==> src/rtl/stmt_lowerer_seq_scan_pkg.sv <==
// Shared types for the sequential bit-scanner: FSM states and scan rules.
package stmt_lowerer_seq_pkg;

  typedef enum logic [1:0] {
    IDLE = 2'd0,
    SCAN = 2'd1,
    DONE = 2'd2
  } scan_state_e;

  typedef enum logic [1:0] {
    COUNT  = 2'b00,
    FIRST1 = 2'b01,
    FIRST0 = 2'b10,
    RSVD   = 2'b11
  } scan_mode_e;

  localparam int DEFAULT_WIDTH = 8;

endpackage

==> src/rtl/stmt_lowerer_seq_scan.sv <==
// Walks an accepted word one bit per cycle (WIDTH cycles, or k+1 on an early hit) and returns a packed result.
// The result is held in DONE until out_ready; in_ready depends only on state, giving one bubble per word.
module stmt_lowerer_seq_scan
  import stmt_lowerer_seq_pkg::*;
#(
  parameter int WIDTH = DEFAULT_WIDTH,
  localparam int IDXW = $clog2(WIDTH)
) (
  input  logic            clk,
  input  logic            rst,
  input  logic            in_valid,
  output logic            in_ready,
  input  logic [WIDTH-1:0] in_data,
  input  logic [1:0]      in_mode,
  output logic            out_valid,
  input  logic            out_ready,
  output logic            out_found,
  output logic [IDXW-1:0] out_idx,
  output logic [IDXW:0]   out_cnt
);

  typedef struct packed {
    logic            found;
    logic [IDXW-1:0] idx;
    logic [IDXW:0]   cnt;
  } scan_result_t;

  localparam logic [IDXW-1:0] K_LAST   = IDXW'(WIDTH - 1);
  localparam logic [IDXW:0]   CNT_FULL = (IDXW + 1)'(WIDTH);

  scan_state_e     state;
  scan_mode_e      mode;
  logic [WIDTH-1:0] data;
  logic [IDXW-1:0] k;
  logic [IDXW-1:0] idx;
  logic [IDXW:0]   cnt;
  scan_result_t    res;

  logic            cur_bit;
  logic            hit;
  logic            last;
  logic            first_mode;
  logic [IDXW:0]   cnt_acc;

  assign cur_bit    = data[k];
  assign first_mode = (mode == FIRST1) || (mode == FIRST0);
  assign hit        = (mode == FIRST0) ? ~cur_bit : cur_bit;
  assign last       = (k == K_LAST);
  // Count including the bit under examination, so the final cycle can commit directly.
  assign cnt_acc    = cnt + {{IDXW{1'b0}}, cur_bit};

  always_ff @(posedge clk or posedge rst) begin
    if (rst) begin
      state <= IDLE;
      mode  <= COUNT;
      data  <= '0;
      k     <= '0;
      idx   <= '0;
      cnt   <= '0;
      res   <= '0;
    end else begin
      case (state)
        IDLE: begin
          if (in_valid) begin
            data  <= in_data;
            mode  <= scan_mode_e'(in_mode);
            k     <= '0;
            idx   <= '0;
            cnt   <= '0;
            state <= SCAN;
          end
        end
        SCAN: begin
          if (first_mode) begin
            if (hit) begin
              res.found <= 1'b1;
              res.idx   <= k;
              res.cnt   <= {1'b0, k};
              state     <= DONE;
            end else if (last) begin
              res.found <= 1'b0;
              res.idx   <= '0;
              res.cnt   <= CNT_FULL;
              state     <= DONE;
            end else begin
              cnt <= cnt + 1'b1;
            end
          end else begin
            if (cur_bit) begin
              cnt <= cnt_acc;
              idx <= k;
            end
            if (last) begin
              res.found <= (cnt_acc != '0);
              res.idx   <= cur_bit ? k : idx;
              res.cnt   <= cnt_acc;
              state     <= DONE;
            end
          end
          // Exit is decided above before stepping, so k never wraps.
          if (!last) begin
            k <= k + 1'b1;
          end
        end
        DONE: begin
          if (out_ready) begin
            state <= IDLE;
          end
        end
        default: state <= IDLE;
      endcase
    end
  end

  always_comb begin
    in_ready  = 1'b0;
    out_valid = 1'b0;
    case (state)
      IDLE:    in_ready  = 1'b1;
      DONE:    out_valid = 1'b1;
      default: begin
        in_ready  = 1'b0;
        out_valid = 1'b0;
      end
    endcase
  end

  assign out_found = res.found;
  assign out_idx   = res.idx;
  assign out_cnt   = res.cnt;

endmodule
==> config.mk <==
export PLATFORM = sky130hd
export DESIGN_NAME = stmt_lowerer_seq_scan
export DESIGN_NICKNAME = d
export VERILOG_FILES = /design/src/rtl/stmt_lowerer_seq_scan_pkg.sv /design/src/rtl/stmt_lowerer_seq_scan.sv
export SDC_FILE = /design/constraint.sdc
export NUM_CORES = 1
export LEC_CHECK = 0
export BUFFER_PORTS_ARGS = -buffer_cell sky130_fd_sc_hd__buf_4
export CORE_MARGIN = 5
export CORE_UTILIZATION = 24
export CTS_CLUSTER_SIZE = 30
export DETAILED_ROUTE_END_ITERATION = 10
export SETUP_SLACK_MARGIN = 0.05
export SLEW_MARGIN = 10
export SYNTH_ARGS = -nofsm -noshare
export SYNTH_HDL_FRONTEND = slang
export SYNTH_SLANG_ARGS = --single-unit
==> constraint.sdc <==
create_clock -name clk -period 4.96 [get_ports clk]
set_input_delay 0.248 -clock clk [delete_from_list [all_inputs] [get_ports clk]]
set_output_delay 0.248 -clock clk [all_outputs]
set_load 0.02 [all_outputs]
Word-level counts from Yosys, hierarchy flattened

Index checks and enable logic that the tools add are counted.

Bits in latches: 0
Memory bits (writable): 0
Word-level logic and storage cells: 65
Output and inout bits: 10
Input bits: 14
Bits in read-only memories: 0
Flip-flop bits (word level): 30
Memories kept: 0

Reduce and logical (&&, ||, !) cells: 12
Mux-type cells: 27
Div/mod/pow operators: 0
Order comparisons: 1
Shifts and indexed selects: 0
Equality and inequality tests: 12
Multipliers: 0
Bitwise gates (word level): 1
$add $sub $neg: 3

Operator list:

| operator                                            | count |
|---|---|
| 2-to-1 mux 8 bit                                    | 4 |
| 2-to-1 mux 4 bit                                    | 5 |
| 2-to-1 mux 3 bit                                    | 4 |
| case mux 3 bit (2 select lines)                     | 2 |
| 2-to-1 mux 2 bit                                    | 5 |
| inequality test 3 bit (second input constant)       | 3 |
| AND reduction 3 bit                                 | 3 |
| inequality test 2 bit (second input constant)       | 4 |
| case mux 4 bit (2 select lines)                     | 1 |
| case mux 2 bit (3 select lines)                     | 1 |
| nonzero test 2 bit                                  | 3 |
| AND reduction 5 bit                                 | 1 |
| adder 4 x 1 -> 4 bit                                | 1 |
| adder 4 x 1 -> 4 bit (second input constant)        | 1 |
| == test 2 x 1 -> 1 bit (second input constant)      | 2 |
| == test 2 bit (second input constant)               | 2 |
| < comparator 3 x 4 -> 1 bit (second input constant) | 1 |
| 2-to-1 mux 1 bit                                    | 4 |
| AND reduction 2 bit                                 | 2 |
| nonzero test 4 bit                                  | 1 |
| adder 3 x 1 -> 3 bit (second input constant)        | 1 |
| binary-select mux 1 bit (select 3 bit)              | 1 |
| == test 3 bit (second input constant)               | 1 |
| logical NOT 2 bit                                   | 1 |
| other kinds (2)                                     | 2 |

Depth between registers and ports, before layout

Depth after elaboration: 7
Mapped depth: 10
Gate-level depth less buffers: 10

Least setup slack after synthesis

OpenSTA, ideal clock, no wires.

Kind: register to register
From: register k[0]
To: register res (netlist bit out_found)
Setup time: 0.132 ns
Stages on the path, launching flop included: 10
Clock period less this slack: 2.595 ns
Buffers on the path: 0
Slack: 2.365 ns
Arrival time: 2.463 ns
Required time: 4.828 ns
Cell sequence: dfrtp_1 > mux4_2 > mux2i_4 > inv_6 > ha_1 > ha_1 > xor2_1 > or3_1 > o22ai_1 > mux2i_1

Word-level cells in the longest chain between the ends: 6
Elaborated cells on any way between the ends: 13
Classes of those cells: add/sub (1); eq/ne (1); mux (6); bitwise (1); reduce/logical (4)

RTL lines:

| what                                                           | RTL line                                                 | RTL |
|---|---|---|
| start, declared                                                | stmt_lowerer_seq_scan.sv:34                              | `logic [IDXW-1:0] k;` |
| start signal, assigned                                         | stmt_lowerer_seq_scan.sv:102                             | `k <= k + 1'b1;` |
| binary-select mux 1 bit (select 3 bit)                         | stmt_lowerer_seq_scan.sv:45                              | `assign cur_bit = data[k];` |
| 2-to-1 mux 1 bit (not written as such)                         | stmt_lowerer_seq_scan.sv:45                              |  |
| adder 4 x 1 -> 4 bit / NOT 1 bit (equally long branches)       | stmt_lowerer_seq_scan.sv:50, stmt_lowerer_seq_scan.sv:47 |  |
| nonzero test 4 bit / 2-to-1 mux 1 bit (equally long branches)  | stmt_lowerer_seq_scan.sv:94, stmt_lowerer_seq_scan.sv:47 |  |
| 2-to-1 mux 8 bit (tied with other cells)                       | stmt_lowerer_seq_scan.sv:93                              | `if (last) begin` |
| 2-to-1 mux 8 bit / AND reduction 3 bit (equally long branches) | -                                                        |  |
| end, declared                                                  | stmt_lowerer_seq_scan.sv:37                              | `scan_result_t res;` |

Parallel ways exist; a longest one is shown, timed or not. The select of a mux whose other input is x is not followed.
A chain may end at the register's enable or synchronous reset.

Worst setup path after layout

From: register k[0]
To: register cnt[2]

Word-level cells in the longest chain between the ends: 6
Elaborated cells on any way between the ends: 13
Classes of those cells: add/sub (1); eq/ne (4); mux (6); bitwise (1); reduce/logical (1)

RTL lines:

| what                                                                          | RTL line                                                 | RTL |
|---|---|---|
| binary-select mux 1 bit (select 3 bit)                                        | stmt_lowerer_seq_scan.sv:45                              |  |
| 2-to-1 mux 1 bit (not written as such)                                        | stmt_lowerer_seq_scan.sv:45                              |  |
| adder 4 x 1 -> 4 bit / NOT 1 bit (equally long branches)                      | stmt_lowerer_seq_scan.sv:50, stmt_lowerer_seq_scan.sv:47 |  |
| 2-to-1 mux 4 bit / 2-to-1 mux 1 bit (equally long branches)                   | stmt_lowerer_seq_scan.sv:89, stmt_lowerer_seq_scan.sv:47 |  |
| 2-to-1 mux 4 bit / inequality test 3 bit (equally long branches)              | -                                                        |  |
| case mux 4 bit (2 select lines) / AND reduction 5 bit (equally long branches) | -                                                        |  |
| end signal, assigned                                                          | stmt_lowerer_seq_scan.sv:86                              | `cnt <= cnt + 1'b1;` |
| end signal, assigned                                                          | stmt_lowerer_seq_scan.sv:90                              | `cnt <= cnt_acc;` |
| end, declared                                                                 | stmt_lowerer_seq_scan.sv:36                              | `logic [IDXW:0] cnt;` |

Parallel ways exist; a longest one is shown, timed or not. The select of a mux whose other input is x is not followed.

==> impl_metrics.ini <==
[sta]
max_freq_mhz = 349
finalCritPeriodShare = 0.578
fin_skew_ns = 0.00598
hold_viol_final = 0
setup_viol_count_final = 0
rsz0062_at_grt = no
fin_ws_ns = 2.09
maxSlewHeadroom = 0.513
worst_pin_slew_ns = 0.730
setup_tns_ns = 0
period_minus_slack_ns = 2.87
slew_viol_final = 0

[setup_path]
worstReg2RegStart = k[0]$_DFFE_PP0P_
cp-start-kind = register
path_cells = mux4_2 -> mux2i_4 -> inv_6 -> ha_1 -> ha_1 -> mux2i_1 -> nor2_1 -> a31oi_1 -> o41a_1 -> o21ai_1
reg2reg_to = cnt[2]$_DFFE_PP0P_
worst-path-max-fanout = 9
startpoint = k[0]$_DFFE_PP0P_
crit_slowest_cell = mux4_2
crit_family = multiplexers
crit_type = reg2reg
rrSetupSlack_ns = 2.09
required_ns = 5.11
r2r_cells = 10
critPathMaxStageDelay_ns = 0.63
cp.arrival_ns = 3.02
path_depth = 10
crit_buf_inv = 1
end_kind = register
cp_common_cell = ha_1

[cts]
clock_latency_ns = 0.28
cts-hold-fix-buffers = 0
cts_sinks = 30
cts_resized = 0
clock_tree.root_cell = clkbuf_8
cts_buffers = 5
cts_htree_levels = 2
clk_path_buf_depth = 2
post_cts_buffers = 0
clk_pin_slew_ns = 0.07
cts_tree = yes

[layout]
drive_above_1_share = 0.222
nets = 231
area_growth_pct = 21.8
utilization = 0.300
fin_cells = 311
multi_input_area_sq_um = 936
seq_area_sq_um = 751
num_antenna_cells = 0
n_fill_cell = 788

[yosys]
ys_top_cells_by_area = dfrtp_1 (42%), nand2_1 (8.5%), mux2i_1 (4.5%), ha_1 (4.2%), o21ai_0 (3.4%)
synth_edf_count = 0
ys_top_cells_by_count = nand2_1 (40), dfrtp_1 (30), inv_1 (13), o21ai_0 (12), mux2i_1 (8)
async_flop_share = 1.00
synth_warnings = 0
yosysSeqAreaShare = 0.423
synth_seq_cells = 30
synth_area_per_cell_sq_um = 9.50
synth_cell_types = 48
yosys.area.top_type = dfrtp_1
synthFlopType = dfrtp_1
synth_nets = 207
synth_area_sq_mm = 0.00178
yosysMostFrequentCell = nand2_1
synthCells = 187
synth.top_cell.area_share = 0.423

[routing]
routed_wl_mm = 4.11
vias_per_cell = 4.52
antenna_left = 0
wire_per_inst_um = 13.2
drt_iter0_drc = 85
vias = 1407
drtPass1Iterations = 4
post-route-drc-count = 0

[power]
p_seq_frac = 0.270
power_mw = 1.64
p_comb_frac = 0.583
switching_share = 0.443
leakage_nw = 1.02
pwr-share-clk = 0.147
p_sw_mw = 0.727
p_int_mw = 0.915
ir_worst_vdd_mv = 0.242
p_per_area_mw_per_mm2 = 759

[placement]
place.gp.congestion = 0.839
numPortBuffers = 23
hpwlAfterDp_mm = 3.04
preCtsSetupSlack_ns = 2.09
dp.cells = 303

[die]
dieArea_sq_mm = 0.00922
pin_count = 24
die_y_um = 96.0
coreArea_sq_mm = 0.00721
fp-row-count = 31
start_util = 0.246
dieWidth_um = 96.0

[global_routing]
antenna_found_initial = 0
grt_max_degree = 31
overflow = 0
grt_pass1_wl_mm = 7.02
grt_usage = 0.0996
grt_pass1_vias = 1447

[status]
status = complete, no violations

[flow_run]
cap_violations = 0

[worst_hold_path]
hold_path_class = in2async
==> worst register-to-register path: stages, from the launching register on <==
cell and delay (ns):
dfrtp_1 0.48, mux4_2 0.63, mux2i_4 0.41, inv_6 0.08
ha_1 0.23, ha_1 0.21, mux2i_1 0.23, nor2_1 0.07
a31oi_1 0.17, o41a_1 0.16, o21ai_1 0.07
==> per-stage QoR <==
stage / hold WS (ns) / instance area (sq um)
2_1_floorplan: 0.339 / 1780
3_3_place_gp: 0.357 / 2060
3_5_place_dp: 0.357 / 2060
4_1_cts: 0.0556 / 2160
5_1_grt: 0.0813 / 2160
6_report: 0.0438 / 2160
==> power groups by stage <==
stage / registers, mW / clock network, mW / logic (mW)
finish: 0.444 / 0.241 / 0.957
global route: 0.462 / 0.262 / 1.06
CTS: 0.446 / 0.250 / 0.965
detailed placement: 0.450 / 0 / 0.962
global placement: 0.443 / 0 / 0.957
floorplan: 0.464 / 0 / 0.698
==> per-layer routing <==
layer  up-vias  share of wire  wire, um  track usage
li1        705              -         -            -
met3         5          0.050       205       0.0289
met5         -              0         0            0
met2        32           0.46      1900        0.156
met4         0         0.0076        31       0.0249
met1       665           0.48      1970        0.134
==> worst max-delay path by stage <==
stage	endpoint	slack (ns)
CTS	cnt[2]$_DFFE_PP0P_	2.08
global route	cnt[2]$_DFFE_PP0P_	1.85
global placement	out_found$_DFFE_PP0P_	2.25
floorplan	out_found$_DFFE_PP0P_	2.36
detailed placement	cnt[2]$_DFFE_PP0P_	2.09
finish	cnt[2]$_DFFE_PP0P_	2.09
==> sequential cells by signal, summed over array words and instances (netlist names) <==
| signal | flops |
|---|---|
| cnt | 4 |
| data | 8 |
| idx | 3 |
| k | 3 |
| mode | 2 |
| out_cnt | 4 |
| out_found | 1 |
| out_idx | 3 |
| state | 2 |
==> cells in the final DEF, fill, tap and decap left out, types with 2 or more instances in the layout <==
| cell type | n |
|---|---|
| clkinv_2 | 2 |
| a2bb2oi_1 | 2 |
| buf_4 | 25 |
| a22o_1 | 2 |
| mux2_4 | 2 |
| a22oi_1 | 2 |
| nand2b_1 | 5 |
| nand3_1 | 7 |
| nand2_1 | 40 |
| nor2_1 | 6 |
| xnor2_1 | 2 |
| xor2_1 | 2 |
| o21ai_0 | 12 |
| clkbuf_8 | 5 |
| dfrtp_1 | 30 |
| mux2i_1 | 8 |
| nor3_1 | 2 |
| o22ai_1 | 3 |
| mux2_2 | 2 |
| inv_1 | 13 |
| mux2i_4 | 2 |
| ha_1 | 6 |
| a21oi_1 | 4 |
| o2111ai_1 | 2 |
==> cell type report <==
cell class,instances,area share
Timing Repair Buffer,25,0.0867
Clock inverter,3,0.0185
Tap cell,99,0.0572
Clock buffer,5,0.0318
Sequential cell,30,0.347
Multi-Input combinational cell,135,0.432
Inverter,14,0.0266
==> kinds of logic after synthesis <==
logic type / count (synthesis) / share of synthesized area
AO/OA/AOI/OAI: 39 / 0.155
XOR/XNOR: 4 / 0.0197
adder cells (fa/ha/maj): 6 / 0.0423
buffers and inverters: 22 / 0.0507
flip-flops: 30 / 0.423
multiplexers: 16 / 0.127
AND/OR/NAND/NOR: 70 / 0.182
Power figures use the tool's default switching activity.
